===== src/rtl/decryption_pkg.sv =====
// Shared definitions for the decryption pipeline stages (Caesar, zigzag,
// scytale): the end-of-ciphertext token, character/key widths and the
// common three-state engine FSM encoding.
package decryption_pkg;

    localparam int D_WIDTH   = 8;
    localparam int KEY_WIDTH = 8;

    localparam logic [D_WIDTH-1:0] START_DECRYPTION_TOKEN = 8'hFA;

    typedef enum logic [1:0] {
        IDLE,
        DECRYPT,
        DISCARD
    } dec_state_e;

endpackage


===== src/rtl/scytale_char_buffer.sv =====
// Character buffer for the scytale engine.
// Synchronous write, combinational read, no reset on the data array.
// Ports:
//   clk   - write clock
//   we    - write enable
//   waddr - write address
//   wdata - write data
//   raddr - read address
//   rdata - read data (0 for addresses beyond the array depth)
module scytale_char_buffer #(
    parameter  int D_WIDTH       = 8,
    parameter  int MAX_NOF_CHARS = 50,
    localparam int IDX_W         = $clog2(MAX_NOF_CHARS)
) (
    input  logic               clk,
    input  logic               we,
    input  logic [IDX_W-1:0]   waddr,
    input  logic [D_WIDTH-1:0] wdata,
    input  logic [IDX_W-1:0]   raddr,
    output logic [D_WIDTH-1:0] rdata
);

    logic [D_WIDTH-1:0] mem [MAX_NOF_CHARS];

    always_ff @(posedge clk) begin
        if (we) begin
            mem[waddr] <= wdata;
        end
    end

    // Index space is a power of two, the array may not be.
    always_comb begin
        rdata = '0;
        if (int'(raddr) < MAX_NOF_CHARS) begin
            rdata = mem[raddr];
        end
    end

endmodule


===== src/rtl/scytale_decryption.sv =====
// Scytale-cipher decryption engine.
// Buffers ciphertext bytes until the start token, then replays the buffer
// in transposed order (row j, column i -> buf[i*N + j]), one byte per cycle.
// Ports:
//   clk, rst_n - clock, asynchronous active-low reset
//   data_i     - ciphertext byte, qualified by valid_i
//   key_N      - row count (scytale_key[15:8])
//   key_M      - column count (scytale_key[7:0])
//   data_o     - plaintext byte, qualified by valid_o (0 when not valid)
//   busy       - high while decrypting/discarding; input is ignored
module scytale_decryption #(
    parameter int D_WIDTH       = decryption_pkg::D_WIDTH,
    parameter int KEY_WIDTH     = decryption_pkg::KEY_WIDTH,
    parameter int MAX_NOF_CHARS = 50,
    parameter logic [D_WIDTH-1:0] START_DECRYPTION_TOKEN =
        decryption_pkg::START_DECRYPTION_TOKEN
) (
    input  logic                 clk,
    input  logic                 rst_n,
    input  logic [D_WIDTH-1:0]   data_i,
    input  logic                 valid_i,
    input  logic [KEY_WIDTH-1:0] key_N,
    input  logic [KEY_WIDTH-1:0] key_M,
    output logic [D_WIDTH-1:0]   data_o,
    output logic                 valid_o,
    output logic                 busy
);

    import decryption_pkg::*;

    localparam int IDX_W = $clog2(MAX_NOF_CHARS);
    localparam int CNT_W = $clog2(MAX_NOF_CHARS + 1);
    localparam int PW    = 2 * KEY_WIDTH;

    dec_state_e         state_q, state_d;
    logic [CNT_W-1:0]   cnt_q, cnt_d;
    logic [IDX_W-1:0]   i_q, i_d;
    logic [IDX_W-1:0]   j_q, j_d;
    logic [IDX_W-1:0]   raddr_q, raddr_d;
    logic [IDX_W-1:0]   key_n_q, key_n_d;
    logic [IDX_W-1:0]   key_m_q, key_m_d;
    logic               drain_q, drain_d;
    logic [D_WIDTH-1:0] data_o_q, data_o_d;
    logic               valid_o_q, valid_o_d;

    logic               tok_in;
    logic               key_ok;
    logic               wr_en;
    logic [PW-1:0]      prod;
    logic [D_WIDTH-1:0] rdata;
    logic               last_col;
    logic               last_row;

    assign tok_in = (state_q == IDLE) && valid_i && (data_i == START_DECRYPTION_TOKEN);
    assign wr_en  = (state_q == IDLE) && valid_i && (data_i != START_DECRYPTION_TOKEN)
                    && (cnt_q < CNT_W'(MAX_NOF_CHARS));

    // Only used for key validation; addressing stays multiplier-free.
    assign prod   = PW'(key_N) * PW'(key_M);
    assign key_ok = (key_N != '0) && (key_M != '0) && (prod == PW'(cnt_q));

    assign last_col = (i_q == key_m_q - IDX_W'(1));
    assign last_row = (j_q == key_n_q - IDX_W'(1));

    scytale_char_buffer #(
        .D_WIDTH       (D_WIDTH),
        .MAX_NOF_CHARS (MAX_NOF_CHARS)
    ) u_buf (
        .clk   (clk),
        .we    (wr_en),
        .waddr (IDX_W'(cnt_q)),
        .wdata (data_i),
        .raddr (raddr_q),
        .rdata (rdata)
    );

    // State register (plus all datapath flops)
    always_ff @(posedge clk or negedge rst_n) begin
        if (!rst_n) begin
            state_q   <= IDLE;
            cnt_q     <= '0;
            i_q       <= '0;
            j_q       <= '0;
            raddr_q   <= '0;
            key_n_q   <= '0;
            key_m_q   <= '0;
            drain_q   <= 1'b0;
            data_o_q  <= '0;
            valid_o_q <= 1'b0;
        end else begin
            state_q   <= state_d;
            cnt_q     <= cnt_d;
            i_q       <= i_d;
            j_q       <= j_d;
            raddr_q   <= raddr_d;
            key_n_q   <= key_n_d;
            key_m_q   <= key_m_d;
            drain_q   <= drain_d;
            data_o_q  <= data_o_d;
            valid_o_q <= valid_o_d;
        end
    end

    // Next-state logic
    always_comb begin
        state_d = state_q;
        case (state_q)
            IDLE:    if (tok_in) state_d = key_ok ? DECRYPT : DISCARD;
            DECRYPT: if (drain_q) state_d = IDLE;
            DISCARD: state_d = IDLE;
            default: state_d = IDLE;
        endcase
    end

    // Datapath / output logic
    always_comb begin
        cnt_d     = cnt_q;
        i_d       = i_q;
        j_d       = j_q;
        raddr_d   = raddr_q;
        key_n_d   = key_n_q;
        key_m_d   = key_m_q;
        drain_d   = drain_q;
        data_o_d  = '0;
        valid_o_d = 1'b0;
        case (state_q)
            IDLE: begin
                if (wr_en) begin
                    cnt_d = cnt_q + CNT_W'(1);
                end
                if (tok_in) begin
                    key_n_d = IDX_W'(key_N);
                    key_m_d = IDX_W'(key_M);
                end
            end
            DECRYPT: begin
                // One extra drain cycle after the last read keeps busy high
                // while the final byte sits on data_o.
                if (!drain_q) begin
                    valid_o_d = 1'b1;
                    data_o_d  = rdata;
                    if (last_col) begin
                        i_d     = '0;
                        j_d     = j_q + IDX_W'(1);
                        raddr_d = j_q + IDX_W'(1);
                        if (last_row) begin
                            drain_d = 1'b1;
                        end
                    end else begin
                        i_d     = i_q + IDX_W'(1);
                        raddr_d = raddr_q + key_n_q;
                    end
                end else begin
                    drain_d = 1'b0;
                    cnt_d   = '0;
                    i_d     = '0;
                    j_d     = '0;
                    raddr_d = '0;
                end
            end
            DISCARD: begin
                cnt_d   = '0;
                i_d     = '0;
                j_d     = '0;
                raddr_d = '0;
            end
            default: ;
        endcase
    end

    assign data_o  = data_o_q;
    assign valid_o = valid_o_q;
    assign busy    = (state_q != IDLE);

endmodule


===== config.mk =====
export PLATFORM = sky130hd
export DESIGN_NAME = scytale_decryption
export DESIGN_NICKNAME = d
export VERILOG_FILES = /design/src/rtl/decryption_pkg.sv /design/src/rtl/scytale_char_buffer.sv /design/src/rtl/scytale_decryption.sv
export SDC_FILE = /design/constraint.sdc
export NUM_CORES = 1
export LEC_CHECK = 0
export ABC_AREA = 1
export CORE_ASPECT_RATIO = 1.1
export CORE_MARGIN = 5
export CORE_UTILIZATION = 45
export CTS_BUF_LIST = sky130_fd_sc_hd__clkbuf_4
export DETAILED_ROUTE_END_ITERATION = 8
export DONT_BUFFER_PORTS = 1
export PLACE_DENSITY_LB_ADDON = 0.1
export RECOVER_POWER = 25
export SLEW_MARGIN = 20
export SYNTH_ARGS = -nofsm -noshare
export SYNTH_HDL_FRONTEND = slang
export SYNTH_SLANG_ARGS = --single-unit

===== constraint.sdc =====
create_clock -name clk -period 4.3 [get_ports clk]
set_clock_uncertainty 0.15 [all_clocks]
set_input_delay 0.645 -clock clk [delete_from_list [all_inputs] [get_ports clk]]
set_output_delay 0.645 -clock clk [all_outputs]
set_load 0.02 [all_outputs]

# [Word level (Yosys, flattened, before mapping)]
# Memory sizes are Yosys's and may differ from the RTL's.
# Index checks and enable logic that the tools add are counted.
[op_classes] add_sub_neg=6 mul=1 n_lt_le_gt_ge=2 eq_ne=11 n_mux=26 n_reduce_logical=16
[op_table] operator="two-way mux 6 bit" n=8
[op_table] operator="one-hot mux 6 bit (2 select lines)" n=3
[op_table] operator="two-way mux 8 bit" n=3
[op_table] operator="adder 6 x 1 -> 6 bit (second input constant)" n=3
[op_table] operator="one-hot mux 6 bit (3 select lines)" n=1
[op_table] operator="equality test 16 x 6 -> 1 bit" n=1
[op_table] operator="multiplier 8 x 8 -> 16 bit" n=1
[op_table] operator="nonzero test 8 bit" n=2
[op_table] operator="equality test 6 bit" n=2
[op_table] operator="< comparator 6 bit (second input constant)" n=2
[op_table] operator="subtractor 6 x 1 -> 6 bit (second input constant)" n=2
[op_table] operator="equality test 8 bit (second input constant)" n=1
[op_table] operator="!= test 8 bit (second input constant)" n=1
[op_table] operator="two-way mux 1 bit" n=7
[op_table] operator="adder 6 bit" n=1
[op_table] operator="logical AND 1 bit" n=6
[op_table] operator="two-way mux 2 bit" n=3
[op_table] operator="AND reduction 2 bit" n=3
[op_table] operator="!= test 2 bit (second input constant)" n=2
[op_table] operator="one-hot mux 2 bit (2 select lines)" n=1
[op_table] operator="nonzero test 2 bit" n=2
[op_table] operator="!= test 3 bit (second input constant)" n=1
[op_table] operator="AND reduction 3 bit" n=1
[op_table] operator="nonzero test 3 bit" n=1
[op_table] operator="other kinds (4)" n=4
[totals] regBits=48 mem_bits_rw=400 memories=1
[memory_table] name="u_buf.mem" words=50 width=8 rd=1 rd_clocked_by_memory_dff=0 write_ports=1 line="scytale_char_buffer.sv:23" rtl="logic [D_WIDTH-1:0] mem [MAX_NOF_CHARS];"

# [Longest topological paths before layout]
[logic_depth] word_depth=6 ltp_mapped=23

# [Hierarchy]
# From an unflattened synthesis, not the netlist that was laid out.
[hier_totals] hier_cells=2298 area_unflattened_um2=22307.6
[by_module_without_submodules] module="scytale_char_buffer" n_inst=1 cells_each=1533 area_each_um2=16916.2
[by_module_without_submodules] module="scytale_decryption" n_inst=1 cells_each=765 area_each_um2=5391.4

# [Least setup slack after synthesis]
# OpenSTA, ideal clock, no wires.
[synth_path] path_kind="input port to flip-flop" startpoint="input key_M[2]" endpoint="register state_q[1]" t_arrival_ns=4.233 required_time_ns=4.034 path_slack_ns=-0.199 stages=22 path_buffers=1 path_cell_list="clkbuf_1 -> nand2_1 -> inv_1 -> fa_1 -> inv_1 -> fa_1 -> fa_1 -> fa_1 -> inv_1 -> ha_1 -> nand2_1 -> inv_1 -> a21oi_1 -> nand2_1 -> nand2_1 -> nand2_1 -> nand2_1 -> nand2_1 -> nor2_1 -> nand3_1 -> nand2_1 -> nand2_1"
[synth_via] elab_chain_len=6 word_cells_on_any_way=8
[synth_lines] item="start, declared" line="scytale_decryption.sv:23" rtl="input logic [KEY_WIDTH-1:0] key_M,"
[synth_lines] item="multiplier 8 x 8 -> 16 bit or nonzero test 8 bit (tied branches)" line="scytale_decryption.sv:59, scytale_decryption.sv:60"
[synth_lines] item="equality test 16 x 6 -> 1 bit or logical AND 1 bit (tied branches)" line="scytale_decryption.sv:60" rtl="assign key_ok = (key_N != '0) && (key_M != '0) && (prod == PW'(cnt_q));"
[synth_lines] item="logical AND 1 bit (*)" line="scytale_decryption.sv:60"
[synth_lines] item="two-way mux 2 bit (*) (2 in a row)" line="scytale_decryption.sv:108" rtl="IDLE: if (tok_in) state_d = key_ok ? DECRYPT : DISCARD;"
[synth_lines] item="one-hot mux 2 bit (2 select lines) (*)" line="scytale_decryption.sv:107" rtl="case (state_q)"
[synth_lines] item="end signal, assigned" line="scytale_decryption.sv:91" rtl="state_q <= state_d;"
[synth_lines] item="end, declared" line="scytale_decryption.sv:35" rtl="dec_state_e state_q, state_d;"
# Every way passes the cells marked *; elsewhere a longest branch is shown, timed or not. The select of a mux whose other input is x is not followed.
# A chain may end at the register's enable or synchronous reset.

# [Worst setup path after layout]
# Ends and elaborated chain as after synthesis.

==> results.md <==
* Result of the run: complete, but fails checks
* Violations in the final reports: capacitance limit, slew limit
* GR Util met2 at 37.6%
* Reg-to-Reg End: u_buf.mem[0][7]
* Post-layout min period at 3520 ps
* Met3 usage at 3.56%
* First drt pass iteration count at 5
* Pwr/cell area at 589 nW/um2
* H-Tree Level Count at 3
* Clock network power share at 26.7%
* Final total negative setup slack at 0 ps
* Placed cell areas at 21,900 um2
* Post-Route WL at 55,800 um
* Count of state elements after synthesis at 448
* Number of buffers inserted by port buffering at 0
* Cell type contributing the most total cell area after synthesis: sky130_fd_sc_hd__edfxtp_1
* Highest clock frequency the design can meet at 284 MHz
* Number of cells on the worst reg-to-reg path at 8
* CP endpoint kind: flip-flop
* Total area of sequential cells at 13,200 um2
* Most common cell after layout, fill and taps aside: sky130_fd_sc_hd__edfxtp_1
* # clock sinks at 448
* Total of endpoints with negative setup slack in the final report at 0
* Placement row count at 83
* TritonCTS clock tree: done
* Width of the die at 218 um
* Synth-to-layout area growth at 10.7%
* Internal Power at 8.64 mW
* Share of final-layout standard cells stronger than drive strength 1 at 11.4%
* Fin. Hold Viols at 0
* Fraction of met1 tracks used by global routing at 27.7%
* Post-Synth Adder-Cell Area at 6.38%
* Initial antenna violation count at 3
* Signal arrival time at the worst endpoint at 4060 ps
* Data required time at the worst endpoint at 4840 ps
* Mux contribution to synthesized area at 0.234%
* Fraction of post-synthesis cell area in the top cell type by area at 56.1%
* Final max-slew violation count at 408
* Largest vdd supply drop at 0.000271 V
* Max-cap viol count at 8
* Area enclosed by the die boundary at 52,000 um2
* Number of distinct library cell variants in the gate-level netlist after synthesis at 40
* Number of filler instances in the final layout at 4,280
* Net switching power of the design at 5.32 mW
* Effective utilization at floorplan at 45.7%
* Yosys warning count at 0
* Maximum number of pins on one net before global-route repair at 75
* Worst hold path depth at 5
* DR vias/cell at 5.26
* Global-route wire length before repair at 86,600 um
* Launching point of the worst reg2reg path: state_q[0]
* Comb power frac at 35.5%
* Category of the worst setup path launch point: input port
* Number of synthesized flops with an enable pin at 400
* Bufs on Longest Clock Path at 3
* Number of CTS-inserted buffers at 112
* Net count after synthesis at 2,133
* Post-route ant nets at 0
* Final net count at 2,198
* Average wire per standard cell at 19.9 um
* Clock-pin slew on the worst setup and hold paths at 70 ps
* Most used cells in the layout excluding fill and tap cells: 400 x sky130_fd_sc_hd__edfxtp_1, 372 x sky130_fd_sc_hd__nand2_1, 332 x sky130_fd_sc_hd__nor2_1
* Path type of the worst min-delay path: input port to flip-flop
* Core area at 46,800 um2
* Initial DRC count at 1,083
* XOR/XNOR Fraction of Synth Area at 1.39%
* Post-Layout Inst Area at 23,700 um2
* Top flip-flop cell by instance count after synthesis: sky130_fd_sc_hd__edfxtp_1
* Setup Crit Path Kind: input port to flip-flop
* Period Utilization, post-route at 81.9%
* Cells after Synth at 2,019
* Area of the mapped netlist at 21,400 um2
* Complex-gate fraction of the synthesized area at 9.14%
* Worst-Margin Slew at 2760 ps
* Dpl cells at 2,577
* I/O pin count at 37
* Global routing's busiest layer: met2
* Main combinational cell family by area after synthesis: simple AND/OR/NAND/NOR gates
* Synthesized-area fraction occupied by and/or/nand/nor cells at 15.6%
* Leakage power of the design at 9.26 nW
* Vertical die dimension at 239 um
* Avg Inst Size Synth at 10.6 um2
* Area of the multi-input gates at 7030 um2
* Latest clock arrival within the worst-skew pair at 850 ps
* Root Driver: sky130_fd_sc_hd__clkbuf_4
* Residual overflow from global routing at 0
* Number of standard cells in the final layout excluding fillers at 2,804
* Setup repair after global routing missed its margin: no
* # DRC at 0
* Hold Path Origin: valid_i
* Endpoint of the worst hold-timing path: key_m_q[5]
* Maximum net fanout on the critical path at 10
* Sequential power share at 37.8%
* Fraction of synthesis flops using an asynchronous set or reset pin at 10.7%
* R2R setup slack at 1230 ps
* Detailed Place HPWL at 34,000 um
* All-Layer GR Usage at 21.7%
* RD Place Congestion at 0.897
* Setup Buffers After CTS at 0
* Sequential element share of the synthesized area at 61.7%
* Via count of the first global-routing pass at 14,900
* Remaining max-slew budget at the tightest pin at -84.0%
* Switching share of power at 38.1%
* Top area cells in the synthesized netlist: sky130_fd_sc_hd__edfxtp_1 56%, sky130_fd_sc_hd__nand2_1 6.5%, sky130_fd_sc_hd__nor2_1 5.8%
* Total via count after detailed routing at 14,700
* Total Power Consumption at 14.0 mW
==> power groups by stage <==
stage	logic [mW]	clock network, mW	registers, mW
final	4.96	3.73	5.28
after detailed placement	4.87	0	5.36
after global placement	4.86	0	5.35
after global routing	5.60	4.05	5.30
after CTS	5.01	3.82	5.27
after floorplan	3.64	0	5.16
==> Yosys cell counts, types with 2 or more instances <==
library cell,number
sky130_fd_sc_hd__dfrtp_1,48
sky130_fd_sc_hd__o21bai_1,2
sky130_fd_sc_hd__nand4_1,11
sky130_fd_sc_hd__or2_1,4
sky130_fd_sc_hd__buf_2,33
sky130_fd_sc_hd__o22ai_1,25
sky130_fd_sc_hd__o211a_1,3
sky130_fd_sc_hd__a21oi_1,40
sky130_fd_sc_hd__fa_1,37
sky130_fd_sc_hd__nand3_1,76
sky130_fd_sc_hd__o221ai_1,2
sky130_fd_sc_hd__xor2_1,21
sky130_fd_sc_hd__or2_2,21
sky130_fd_sc_hd__xnor2_1,13
sky130_fd_sc_hd__ha_1,50
sky130_fd_sc_hd__buf_6,10
sky130_fd_sc_hd__o31ai_1,3
sky130_fd_sc_hd__buf_4,9
sky130_fd_sc_hd__nor2_1,332
sky130_fd_sc_hd__nand2_1,372
sky130_fd_sc_hd__nor2_2,2
sky130_fd_sc_hd__buf_1,2
sky130_fd_sc_hd__o21ai_2,7
sky130_fd_sc_hd__edfxtp_1,400
sky130_fd_sc_hd__clkbuf_1,47
sky130_fd_sc_hd__o21ai_1,20
sky130_fd_sc_hd__inv_2,5
sky130_fd_sc_hd__nand3_2,2
sky130_fd_sc_hd__o211ai_1,58
sky130_fd_sc_hd__a31oi_1,6
sky130_fd_sc_hd__inv_1,171
sky130_fd_sc_hd__mux2i_1,5
sky130_fd_sc_hd__nor3_1,4
sky130_fd_sc_hd__o21ai_0,172
==> stage by stage <==
step	util (%)	setup WS, ps	hold slack [ps]
floorplan	-	1.93	199
global placement	46.8	-27.1	206
detailed placement	46.8	-38.9	206
CTS	50.9	859	95.2
global route	50.6	561	182
finish	50.6	777	189
==> layer usage <==
| metal | vias to the layer above | share of wire [%] |
|---|---|---|
| li1 | 7071 | - |
| met2 | 411 | 50 |
| met5 | - | 0 |
| met3 | 74 | 5.0 |
| met1 | 7190 | 42 |
| met4 | 0 | 2.3 |
==> timing repair <==
action	CTS	global route
hold endpoints to repair	460	0
resized for setup	0	0
hold buffers	30	0
==> registers in the layout, summed over array words and instances (netlist names) <==
register	count
j_q	6
key_m_q	6
state_q	2
u_buf.mem	400
cnt_q	6
drain_q	1
valid_o	1
data_o	8
i_q	6
key_n_q	6
raddr_q	6
==> worst max-delay path, stage by stage <==
cell and delay, ps:
sky130_fd_sc_hd__nand2_1 60, sky130_fd_sc_hd__fa_1 520, sky130_fd_sc_hd__fa_1 570, sky130_fd_sc_hd__fa_1 420, sky130_fd_sc_hd__fa_1 490, sky130_fd_sc_hd__inv_1 40
sky130_fd_sc_hd__ha_1 330, sky130_fd_sc_hd__nand2_1 80, sky130_fd_sc_hd__nand2_1 70, sky130_fd_sc_hd__a21oi_2 160, sky130_fd_sc_hd__nand2_1 110, sky130_fd_sc_hd__nand2_1 90
sky130_fd_sc_hd__nand2_1 50, sky130_fd_sc_hd__nand2_1 80, sky130_fd_sc_hd__nand2_1 60, sky130_fd_sc_hd__nor2_1 110, sky130_fd_sc_hd__nand3_1 90, sky130_fd_sc_hd__nand2_1 60
sky130_fd_sc_hd__nand2_1 40
==> kinds of logic (layout without fill, tap and decap cells) <==
family / Yosys count / count (layout)
xor gates and xnor gates: 34 / 34
and+or+nand+nor: 828 / 828
AOI/OAI and AO/OA: 340 / 340
adders and majority gates: 87 / 87
buffers and inverters: 277 / 424
other: 0 / 1
muxes: 5 / 5
DFF: 448 / 448
==> how the worst max path moves through the flow <==
stage | cells past startpoint | endpoint | from
floorplan | 19 | state_q[1] | key_M[7]
global placement | 19 | state_q[1] | key_M[2]
detailed placement | 19 | state_q[1] | key_M[2]
CTS | 19 | state_q[1] | key_M[2]
global route | 20 | state_q[1] | key_M[2]
finish | 19 | state_q[1] | key_M[2]
==> cell type report <==
type,count,area share [%]
Clock buffer,173,5.48
Sequential cell,448,55.8
Clock inverter,23,0.834
Tap cell,637,3.36
Multi-Input combinational cell,1294,29.7
Antenna cell,1,0.0106
Timing Repair Buffer,52,2.04
Inverter,176,2.80
Note: power is estimated with default switching activity, not from simulation.
